<file path="config.mk">
export PLATFORM = sky130hd
export DESIGN_NAME = satd_sequencer
export DESIGN_NICKNAME = d
export VERILOG_FILES = /design/src/rtl/satd_pkg.sv /design/src/rtl/satd_delay_line.sv /design/src/rtl/satd_sequencer.sv
export SDC_FILE = /design/constraint.sdc
export NUM_CORES = 1
export LEC_CHECK = 0
export CAP_MARGIN = 20
export CORE_AREA = 2 2 46 48
export CTS_CLUSTER_SIZE = 10
export DETAILED_ROUTE_END_ITERATION = 7
export DIE_AREA = 0 0 48 50
export GPL_TIMING_DRIVEN = 0
export PLACE_DENSITY = 0.81
export RECOVER_POWER = 100
export SYNTH_ARGS = -nofsm -noshare
export SYNTH_HDL_FRONTEND = slang
export SYNTH_HIERARCHICAL = 1
export SYNTH_SLANG_ARGS = --single-unit
export TNS_END_PERCENT = 1
</file>
<file path="constraint.sdc">
create_clock -name clk -period 1.85 [get_ports clk]
set_clock_uncertainty 0.15 [all_clocks]
set_input_delay 0.37 -clock clk [delete_from_list [all_inputs] [get_ports clk]]
set_output_delay 0.37 -clock clk [all_outputs]
set_load 0.005 [all_outputs]
</file>
<file path="src/rtl/satd_pkg.sv">
`default_nettype none
// +----------------------------------------------------------------------+
// | Module   : satd_pkg                                                  |
// | Purpose  : Shared types and default constants for the SATD block     |
// |            sequencer (state encoding, latencies, index width).       |
// | Revision : 1.0 - initial release                                     |
// +----------------------------------------------------------------------+
package satd_pkg;

  // Sequencer states; encoding is fixed so other blocks may decode it.
  typedef enum logic [2:0] {
    IDLE    = 3'd0,
    LOAD    = 3'd1,
    DRAIN_H = 3'd2,
    VERT    = 3'd3,
    DRAIN_V = 3'd4,
    DONE    = 3'd5
  } satd_state_t;

  localparam int SATD_HT_LAT = 2;
  localparam int SATD_VT_LAT = 2;
  localparam int SATD_ROWS   = 8;
  localparam int SATD_IDX_W  = 4;

endpackage : satd_pkg
`default_nettype wire

</file>
<file path="src/rtl/satd_delay_line.sv">
`default_nettype none
// +----------------------------------------------------------------------+
// | Module   : satd_delay_line                                           |
// | Purpose  : 1-bit shift register delaying an enable by DEPTH cycles;  |
// |            synchronously cleared by rst so an aborted block leaves   |
// |            no stale pulses in flight.                                |
// | Revision : 1.0 - initial release                                     |
// +----------------------------------------------------------------------+
module satd_delay_line #(
  parameter int DEPTH = 2
) (
  input  logic clk,
  input  logic rst,
  input  logic din_i,
  output logic dout_o
);

  logic [DEPTH-1:0] sr_q;

  generate
    if (DEPTH == 1) begin : g_single
      // Single-stage delay: one register.
      always_ff @(posedge clk) begin
        if (rst) sr_q <= 1'b0;
        else     sr_q <= din_i;
      end
    end else begin : g_chain
      // Multi-stage delay: shift toward the MSB, output from the MSB.
      always_ff @(posedge clk) begin
        if (rst) sr_q <= '0;
        else     sr_q <= {sr_q[DEPTH-2:0], din_i};
      end
    end
  endgenerate

  assign dout_o = sr_q[DEPTH-1];

endmodule : satd_delay_line
`default_nettype wire

</file>
<file path="src/rtl/satd_sequencer.sv">
`default_nettype none
// +----------------------------------------------------------------------+
// | Module   : satd_sequencer                                            |
// | Purpose  : Control FSM that walks one 8x8 SATD block through the     |
// |            diff / H-Hadamard / transpose / V-Hadamard / abs-sum      |
// |            datapath, producing delay-aligned stage enables and a     |
// |            one-cycle done pulse.                                     |
// | Options  : SATD_BLK_CNT_EN adds a 16-bit completed-block counter.    |
// | Revision : 1.0 - initial release                                     |
// +----------------------------------------------------------------------+
module satd_sequencer
  import satd_pkg::*;
#(
  parameter int ROWS   = SATD_ROWS,
  parameter int HT_LAT = SATD_HT_LAT,
  parameter int VT_LAT = SATD_VT_LAT
) (
  input  logic                  clk,
  input  logic                  rst,
  input  logic                  start_i,
  output logic                  ready_o,
  output logic [SATD_IDX_W-1:0] row_idx_o,
  output logic                  ena_diff_o,
  output logic                  ena_ht_h_o,
  output logic                  sel_ht_h_o,
  output logic                  tbuf_wr_o,
  output logic [SATD_IDX_W-1:0] tbuf_wr_row_o,
  output logic                  tbuf_rd_o,
  output logic [SATD_IDX_W-1:0] tbuf_rd_col_o,
  output logic                  ena_ht_v_o,
  output logic                  ena_sum_o,
  output logic                  rst_sum_o,
`ifdef SATD_BLK_CNT_EN
  output logic [15:0]           blk_count_o,
`endif
  output logic                  done_o
);

  // Terminal counts; counters stop one short of ROWS / VT_LAT.
  localparam logic [SATD_IDX_W-1:0] c_ROW_LAST = SATD_IDX_W'(ROWS - 1);
  localparam logic [SATD_IDX_W-1:0] c_VT_LAST  = SATD_IDX_W'(VT_LAT - 1);

  satd_state_t           state_q, state_d;
  logic [SATD_IDX_W-1:0] cnt_q, cnt_d;
  logic [SATD_IDX_W-1:0] wr_row_q, wr_row_d;
  logic                  w_tbuf_wr;
  logic                  w_sum_dly;

  // Align the transpose-buffer write with the horizontal transform output.
  satd_delay_line #(.DEPTH(HT_LAT)) u_dly_wr (
    .clk    (clk),
    .rst    (rst),
    .din_i  (ena_ht_h_o),
    .dout_o (w_tbuf_wr)
  );

  // Align the accumulate enable with the vertical transform output.
  satd_delay_line #(.DEPTH(VT_LAT)) u_dly_sum (
    .clk    (clk),
    .rst    (rst),
    .din_i  (ena_ht_v_o),
    .dout_o (w_sum_dly)
  );

  // State, phase counter and write-row register.
  always_ff @(posedge clk) begin
    if (rst) begin
      state_q  <= IDLE;
      cnt_q    <= '0;
      wr_row_q <= '0;
    end else begin
      state_q  <= state_d;
      cnt_q    <= cnt_d;
      wr_row_q <= wr_row_d;
    end
  end

  // Write row advances per write and wraps so each block starts at row 0.
  always_comb begin
    wr_row_d = wr_row_q;
    if (state_q == IDLE)
      wr_row_d = '0;
    else if (w_tbuf_wr)
      wr_row_d = (wr_row_q == c_ROW_LAST) ? '0 : wr_row_q + 1'b1;
  end

  // Next-state logic and Moore output decode.
  always_comb begin
    state_d       = state_q;
    cnt_d         = cnt_q;
    ready_o       = 1'b0;
    rst_sum_o     = 1'b0;
    ena_diff_o    = 1'b0;
    ena_ht_h_o    = 1'b0;
    sel_ht_h_o    = 1'b0;
    row_idx_o     = '0;
    tbuf_rd_o     = 1'b0;
    tbuf_rd_col_o = '0;
    ena_ht_v_o    = 1'b0;
    done_o        = 1'b0;
    case (state_q)
      IDLE: begin
        ready_o   = 1'b1;
        rst_sum_o = 1'b1;
        if (start_i) begin
          state_d = LOAD;
          cnt_d   = '0;
        end
      end
      LOAD: begin
        ena_diff_o = 1'b1;
        ena_ht_h_o = 1'b1;
        row_idx_o  = cnt_q;
        sel_ht_h_o = (cnt_q == '0);
        if (cnt_q == c_ROW_LAST) begin
          state_d = DRAIN_H;
          cnt_d   = '0;
        end else begin
          cnt_d = cnt_q + 1'b1;
        end
      end
      DRAIN_H: begin
        // The last delayed write closes the horizontal drain.
        cnt_d = '0;
        if (w_tbuf_wr && (wr_row_q == c_ROW_LAST))
          state_d = VERT;
      end
      VERT: begin
        tbuf_rd_o     = 1'b1;
        ena_ht_v_o    = 1'b1;
        tbuf_rd_col_o = cnt_q;
        if (cnt_q == c_ROW_LAST) begin
          state_d = DRAIN_V;
          cnt_d   = '0;
        end else begin
          cnt_d = cnt_q + 1'b1;
        end
      end
      DRAIN_V: begin
        if (cnt_q == c_VT_LAST) begin
          state_d = DONE;
          cnt_d   = '0;
        end else begin
          cnt_d = cnt_q + 1'b1;
        end
      end
      DONE: begin
        done_o  = 1'b1;
        state_d = IDLE;
      end
      default: state_d = IDLE;
    endcase
  end

  assign tbuf_wr_o     = w_tbuf_wr;
  assign tbuf_wr_row_o = wr_row_q;
  // Sum must hold while done is presented.
  assign ena_sum_o     = w_sum_dly && (state_q != DONE);

`ifdef SATD_BLK_CNT_EN
  logic [15:0] blk_count_q;

  // Completed-block counter, wraps naturally at 16 bits.
  always_ff @(posedge clk) begin
    if (rst)                  blk_count_q <= '0;
    else if (state_q == DONE) blk_count_q <= blk_count_q + 16'd1;
  end

  assign blk_count_o = blk_count_q;
`endif

endmodule : satd_sequencer
`default_nettype wire

</file>
After elaboration in Yosys (flattened, before gate mapping)
Cells that the tools add are included.
{"block": "totals", "regBits": 15, "input_bits": 3, "out_inout_bits": 22, "wordCells": 48}
{"block": "op_classes", "add_sub_neg": 2, "eq_ne": 14, "mux": 18, "n_reduce_logical": 9}
{"cell": "$mux 4", "count": 6}
{"cell": "$pmux 4 s4", "count": 1}
{"cell": "$mux 3", "count": 5}
{"cell": "$pmux 3 s5", "count": 1}
{"cell": "$ne 2x2->1 const B", "count": 5}
{"cell": "$add 4x1->4 const B", "count": 2}
{"cell": "$eq 4x3->1 const B", "count": 2}
{"cell": "$eq 3x2->1 const B", "count": 2}
{"cell": "$eq 3x3->1 const B", "count": 2}
{"cell": "$mux 1", "count": 5}
{"cell": "$reduce_and 5->1", "count": 1}
{"cell": "$eq 4x1->1 const B", "count": 1}
{"cell": "$logic_not 4->1", "count": 1}
{"cell": "$reduce_bool 4->1", "count": 1}
{"cell": "$reduce_or 2->1", "count": 2}
{"cell": "$eq 3x1->1 const B", "count": 1}
{"cell": "$logic_not 3->1", "count": 1}
{"cell": "$ne 3x3->1 const B", "count": 1}
{"cell": "$logic_and 1x1->1", "count": 2}
{"cell": "$reduce_and 2->1", "count": 1}

Logic depth before layout (Yosys ltp)
Gate-level depths: netlist of the first run.
{"block": "depth", "word_depth": 4, "depth_mapped": 6}

Hierarchy
Netlist of the first run, hierarchy kept.
{"mod": "satd_sequencer", "instances": 1, "cells_each": 92, "area_each_um2": 725.7, "seq_area_each_um2": 220.2}
{"mod": "satd_delay_line", "instances": 2, "cells_each": 4, "area_each_um2": 52.6, "seq_area_each_um2": 40.0}

Worst setup path after synthesis of the first run
Ideal clock, no wire load.
{"block": "synth_timing", "kind": "flip-flop to output port", "start": "register state_q[2]", "end": "output sel_ht_h_o", "t_arrival_ns": 1.138, "t_required_ns": 1.330, "slack_ns": 0.192, "path_stages_with_launch": 6, "cell_sequence": "dfxtp_1 buf_4 nand2b_1 buf_2 nor2_1 and3_1"}
{"block": "synth_via", "elab_chain_len": 2}
{"item": "from (decl)", "line": "satd_sequencer.sv:43", "rtl": "satd_state_t state_q, state_d;"}
{"item": "from (signal assigned)", "line": "satd_sequencer.sv:72", "rtl": "state_q <= state_d;"}
{"item": "$eq 3x1->1", "line": "satd_sequencer.sv:101", "rtl": "case (state_q)"}
{"item": "$mux 1", "line": "satd_sequencer.sv:101"}
{"item": "to (decl)", "line": "satd_sequencer.sv:25", "rtl": "output logic sel_ht_h_o,"}
No other way between the ends.

Final worst setup path of the first run
{"block": "layout_timing", "start": "register state_q[1]", "end": "output tbuf_rd_col_o[2]"}
{"block": "layout_via", "elab_chain_len": 2}
{"item": "$eq 3x2->1", "line": "satd_sequencer.sv:101"}
{"item": "$mux 4", "line": "satd_sequencer.sv:101"}
{"item": "to (decl)", "line": "satd_sequencer.sv:29", "rtl": "output logic [SATD_IDX_W-1:0] tbuf_rd_col_o,"}
No other way between the ends.

==> results by group, run 1 <==
Run status
  – Status: finished, violations left
  – Failing checks: negative setup slack

Logic synthesis
  – Count of state elements after synthesis: 15
  – Post-synthesis sequential area ratio: between 30% and 40%
  – Synth Instances: 100
  – Asr flop ratio synth: 0%
  – Mapped Area: around 830 sq um
  – Post-synthesis cell type count: 32
  – Post-synth EDFFs: 0
  – Synthesis Warnings: 6
  – Syn avg cell area: slightly above 8 sq um
  – Ys flop type: dfxtp_1
  – Synth Net Count: ~110

Final layout
  – FF/Latch Area: 313 sq um
  – Commonest non-fill, non-tap cell in the layout: buf_4
  – Most frequent cells in the layout: buf_4 (15), nor2_1 (11), dfxtp_1 (11)
  – Area of the multi-input gates: 507 sq um
  – # fillers: approximately 170
  – Share of layout cells above drive strength 1: a little under two fifths
  – Ant diodes: 0
  – Area grow syn2layout: 48.8%
  – Final net count: between 100 and 150

Setup path
  – CP startpoint kind: flip-flop
  – CP arrival: ~1300 ps
  – Crit path cell chain: clkinvlp_4 -> buf_6 -> nor2_4 -> and2_1 -> buf_2
  – Top cell family by delay on the critical path: flip-flops
  – Critical Path Max Stage Delay: 410 ps
  – Crit path capture type: output port
  – Req. time, crit path: 1330 ps
  – Worst path slowest cell: dfxtp_4
  – Crit path max fanout: 6
  – Buf/Inv on CP: 3
  – Setup CP Type: flip-flop to output port

Detailed routing
  – Vias/cell: between 4 and 5
  – DR iter-0 viols: 9
  – Via Count: between 800 and 900
  – Final WL: approximately 2100 um
  – Routed WL per cell: approximately 13 um
  – Residual DRC count: 0
  – Antenna-violating nets left: 0
  – DR pass1 iterations: 4

Floorplanning
  – I/O pins: 25
  – Die area: around 2400 sq um
  – Die X-Extent: approximately 48 um
  – Die Ht: 50 um
  – Total core area: 1900 sq um
  – Row count: 16
  – Initial core utilization: between 40% and 50%

Clocking
  – Clock sinks: 15
  – CTS Hold Buffers Added: 0
  – Number of buffers created by CTS: 3
  – Clk_lat worst skew: 290 ps
  – Root buffer cell: clkbuf_4
  – Max clock buf depth: 2
  – Max H-tree Level: 1
  – CTS clk-pin slew, worst paths: 100 ps
  – CTS tree: yes

Global route
  – Overflow after GRT: 0
  – Initial antenna violation count: 0
  – Global-route wire length before repair: roughly 3200 um
  – Largest net degree at the start of global routing: 10
  – Total track usage: 18.1%
  – Vias in the first global route: ~760

Power and ir drop
  – Max VDD drop: between 0.0003 and 0.0004 V
  – Leak: roughly 0.52 nW
  – Power consumption: between 0.0006 and 0.0007 W
  – PD cells: roughly 520 nW/um^2

Timing
  – Worst slew margin: 72.7%
  – Final period util: 101%
  – Final worst path period need: ~1900 ps
  – Setup_tns: -16.0 ps
  – Fmax: ~0.54 GHz
  – Fin. Hold Viols: 0
  – PnR worst setup slack: -9.55 ps
  – Max-slew violations: 0
  – Worst slew pin tran: just over 400 ps
  – Final setup viols: 3
  – RSZ-0062 raised after global routing: true

Place
  – Final HPWL DP: between 1000 and 1500 um
  – PortBufs: 24
  – Gpl congestion: ~0.78

Min path
  – HP Class: flip-flop to flip-flop

Job
  – Max Cap Viol: 0
-- power by group --
part	leakage, nW	switching (W)	internal [W]
registers	0.124	0.0000108	0.000327
clock network	0.0177	0.000112	0.0000804
logic	0.382	0.0000461	0.0000607
-- logic make-up after synthesis --
kind of cell | share of synthesized area (%)
xor+xnor | 2.11
flops | 36.1
mux | 2.56
fa+ha+maj | 6.02
compound gates | 11.3
buf+inv | 7.83
simple gates | 34.0
-- final cells by class --
class                           instances  share of cell area, %
Buffer                                  4                   2.13
Tap cell                               27                   2.73
Inverter                                5                   1.82
Multi-Input combinational cell         73                   41.0
Clock buffer                            3                   1.82
Sequential cell                        15                   25.3
Clock inverter                          1                  0.405
Timing Repair Buffer                   37                   24.8
-- Yosys cell counts (all sizes together), types with 2 or more instances --
cell type	instances	area [sq um]
and3	2	12.5
nand3	2	15.0
dfxtp	15	300
o21ai	2	10.0
inv	5	18.8
buf	6	42.5
and2	4	25.0
ha	4	50.1
a21oi	7	35.0
nor2	13	48.8
nand2	7	26.3
nor2b	7	43.8
nor3	9	45.0
-- layer usage --
metal / up-vias / track usage (%) / share of wire (%)
li1: 415 / - / -
met1: 385 / 22.1 / 41
met2: 20 / 31.8 / 55
met3: 3 / 2.56 / 3.8
met4: 0 / 4.05 / 0.77
met5: - / 0 / 0
-- state kept, by name, indices dropped and copies added, names as in the netlist --
name            cells
state_q             3
cnt_q               4
u_dly_wr/sr_q       2
u_dly_sum/sr_q      2
tbuf_wr_row_o       4
-- per-stage QoR --
stage / util, % / hold WS (ps) / setup WS (ps) / cell area [sq um] / instances
CTS: 64.4 / 305 / -156 / 1220 / 166
global route: 65.0 / 323 / -86.3 / 1240 / 165
detailed placement: 58.1 / 283 / -406 / 1100 / 151
finish: 65.0 / 299 / -9.55 / 1240 / 165
floorplan: - / 264 / 192 / 831 / 100
global placement: 58.1 / 269 / -410 / 1100 / 151
-- worst register-to-register path, stage by stage, from the launching register on --
cell and delay, ps:
dfxtp_4 380, buf_4 150, nor2_1 160, mux2_2 400, a22oi_1 190, nor2_1 50
-- repair_timing --
action                                  CTS  global route
pin swaps                                 4             3
gates resized for setup                  63            15
endpoints found under the setup margin   17            16
setup buffers                            12             2
gates cloned                              0             0
-- path summary, 6_finish.rpt --
path / start / to / slack, ps / cells after the start
max: state_q[1]$_SDFFE_PP0P_ / tbuf_rd_col_o[2] / -10 / 5
min: u_dly_sum/sr_q[0]$_SDFF_PP0_ / u_dly_sum/sr_q[1]$_SDFF_PP0_ / 300 / 1
max reg2reg: state_q[1]$_SDFFE_PP0P_ / cnt_q[1]$_SDFFE_PP0P_ / 250 / 5
min reg2reg: u_dly_sum/sr_q[0]$_SDFF_PP0_ / u_dly_sum/sr_q[1]$_SDFF_PP0_ / 300 / 1
No activity file was read; power rests on OpenSTA's default activity.
==> run 2: changes to the inputs <==
Clock period 1.85 ns to 2.1 ns, I/O delays scaled along.
==> run 2 against run 1 <==
Effect of this change:
- the run still ends with negative setup slack left
- sequential share of layout area shrank 0.48 points
- critical path depth up 2
- non-clock buffer count down 3
- die area is the same
==> results by group, run 2 (synthesis results as in run 1) <==
Power and ir drop
  – Max VDD drop: 0.000270 V
  – Power consumption: ~0.00055 W
  – PD cells: approximately 450 nW/um^2
  – Leak: between 0.5 and 0.6 nW

Clocking
  – Max clock buf depth: 2
  – CTS tree: yes
  – Max H-tree Level: 1
  – Clk_lat worst skew: approximately 290 ps
  – CTS clk-pin slew, worst paths: roughly 100 ps
  – Root buffer cell: clkbuf_4
  – CTS Hold Buffers Added: 0
  – Number of buffers created by CTS: 3
  – Clock sinks: 15

Timing
  – Final period util: 101%
  – Fmax: approximately 0.47 GHz
  – Final worst path period need: around 2100 ps
  – Final setup viols: 1
  – Worst slew margin: around 75%
  – Worst slew pin tran: 378 ps
  – Max-slew violations: 0
  – Fin. Hold Viols: 0
  – PnR worst setup slack: -26.5 ps
  – RSZ-0062 raised after global routing: true

Detailed routing
  – DR iter-0 viols: 8
  – Antenna-violating nets left: 0
  – Final WL: roughly 1800 um
  – Via Count: just under 800
  – DR pass1 iterations: 4
  – Vias/cell: around 4.9
  – Residual DRC count: 0
  – Routed WL per cell: about 11 um

Final layout
  – Most frequent cells in the layout: buf_4 (13), dfxtp_1 (13), nor2_1 (11)
  – Area grow syn2layout: 46.8%
  – Share of layout cells above drive strength 1: between 30% and 40%
  – Final net count: around 140
  – Ant diodes: 0

Global route
  – Overflow after GRT: 0
  – Met1 GRT Util: 20.1%
  – Initial antenna violation count: 0
  – Largest net degree at the start of global routing: 10
  – Vias in the first global route: about 700
  – Global-route wire length before repair: around 3000 um
  – Met3 Use GR: under 10%
  – GR peak layer: met2
  – GRT met2 Usage: between 30% and 40%
  – Total track usage: 17.1%

Setup path
  – Crit path max fanout: 9
  – Crit path capture type: output port
  – Setup CP Type: flip-flop to output port
  – Req. time, crit path: 1530 ps
  – CP startpoint kind: flip-flop
  – CP arrival: 1560 ps

Place
  – PortBufs: 24
  – Pre-CTS setup slack: -206 ps
  – Gpl congestion: 0.784
  – Final HPWL DP: approximately 1400 um

Run status
  – Failing checks: negative setup slack
  – Status: finished, violations left

Floorplanning
  – Die area: around 2400 sq um
  – Initial core utilization: between 40% and 50%
  – I/O pins: 25
  – Total core area: approximately 1900 sq um
  – Die X-Extent: approximately 48 um
  – Die Ht: 50 um
  – Row count: 16

Job
  – Max Cap Viol: 0

Min path
  – HP Class: flip-flop to flip-flop
## run 2: changes by cell type in the layout (fill, tap and decap cells not counted), moves of 2 or more
cell,before,now
buf_2,7,0
buf_6,7,3
clkbuf_2,1,5
dfxtp_4,3,0
dlymetal6s2s_1,0,3
buf_4,15,13
clkdlybuf4s15_2,0,2
dfxtp_1,11,13
## run 2: layer usage
layer  part of all wire [%]  wire [um]  vias to the layer above
met3                    3.9         72                        3
li1                       -          -                      407
met4                    1.0         19                        0
met1                     41        759                      367
met5                      0          0                        -
met2                     54        982                       16
## run 2: final timing paths
check                          startpoint                           end  slack [ps]  cells after the start
max               state_q[2]$_SDFFE_PP0P_                  row_idx_o[2]         -30                      7
min reg2reg  u_dly_sum/sr_q[0]$_SDFF_PP0_  u_dly_sum/sr_q[1]$_SDFF_PP0_         300                      1
min          u_dly_sum/sr_q[0]$_SDFF_PP0_  u_dly_sum/sr_q[1]$_SDFF_PP0_         300                      1
max reg2reg         cnt_q[1]$_SDFFE_PP0P_         cnt_q[1]$_SDFFE_PP0P_         560                      6
## run 2: through the flow
stage / cell area [sq um] / TNS [ps] / utilization (%) / cells / hold WS, ps
after floorplan: 831 / 0 / - / 100 / 264
after global placement: 1100 / -1390 / 58.1 / 151 / 269
after detailed placement: 1100 / -1360 / 58.1 / 151 / 283
after CTS: 1180 / -705 / 62.2 / 159 / 305
after global routing: 1220 / -203 / 64.1 / 162 / 323
final: 1220 / -26.5 / 64.1 / 162 / 300
## run 2: power breakdown
part           internal [W]   total, W  switching, W
Sequential         0.000291   0.000300    0.00000940
Clock             0.0000708   0.000167     0.0000960
Combinational     0.0000473  0.0000845     0.0000372
## run 2: worst max-delay path, cell delays in order (launching register included)
cell	delay (ps)
dfxtp_1	320
buf_6	130
nand2b_4	130
buf_6	130
nor2_4	130
buf_6	120
and2_1	110
clkdlybuf4s15_2	200
## run 2: cell type report
class,instances,area [sq um]
Timing Repair Buffer,31,270
Buffer,7,63.8
Sequential cell,15,303
Multi-Input combinational cell,73,499
Clock buffer,3,22.5
Fill cell,168,682
Inverter,5,22.5
Clock inverter,1,5.00
Tap cell,27,33.8
## run 2: timing repair
action / CTS / global route
setup endpoints to repair: 17 / 14
buffers inserted: 4 / 3
pin swaps: 3 / 2
resized for setup: 26 / 24
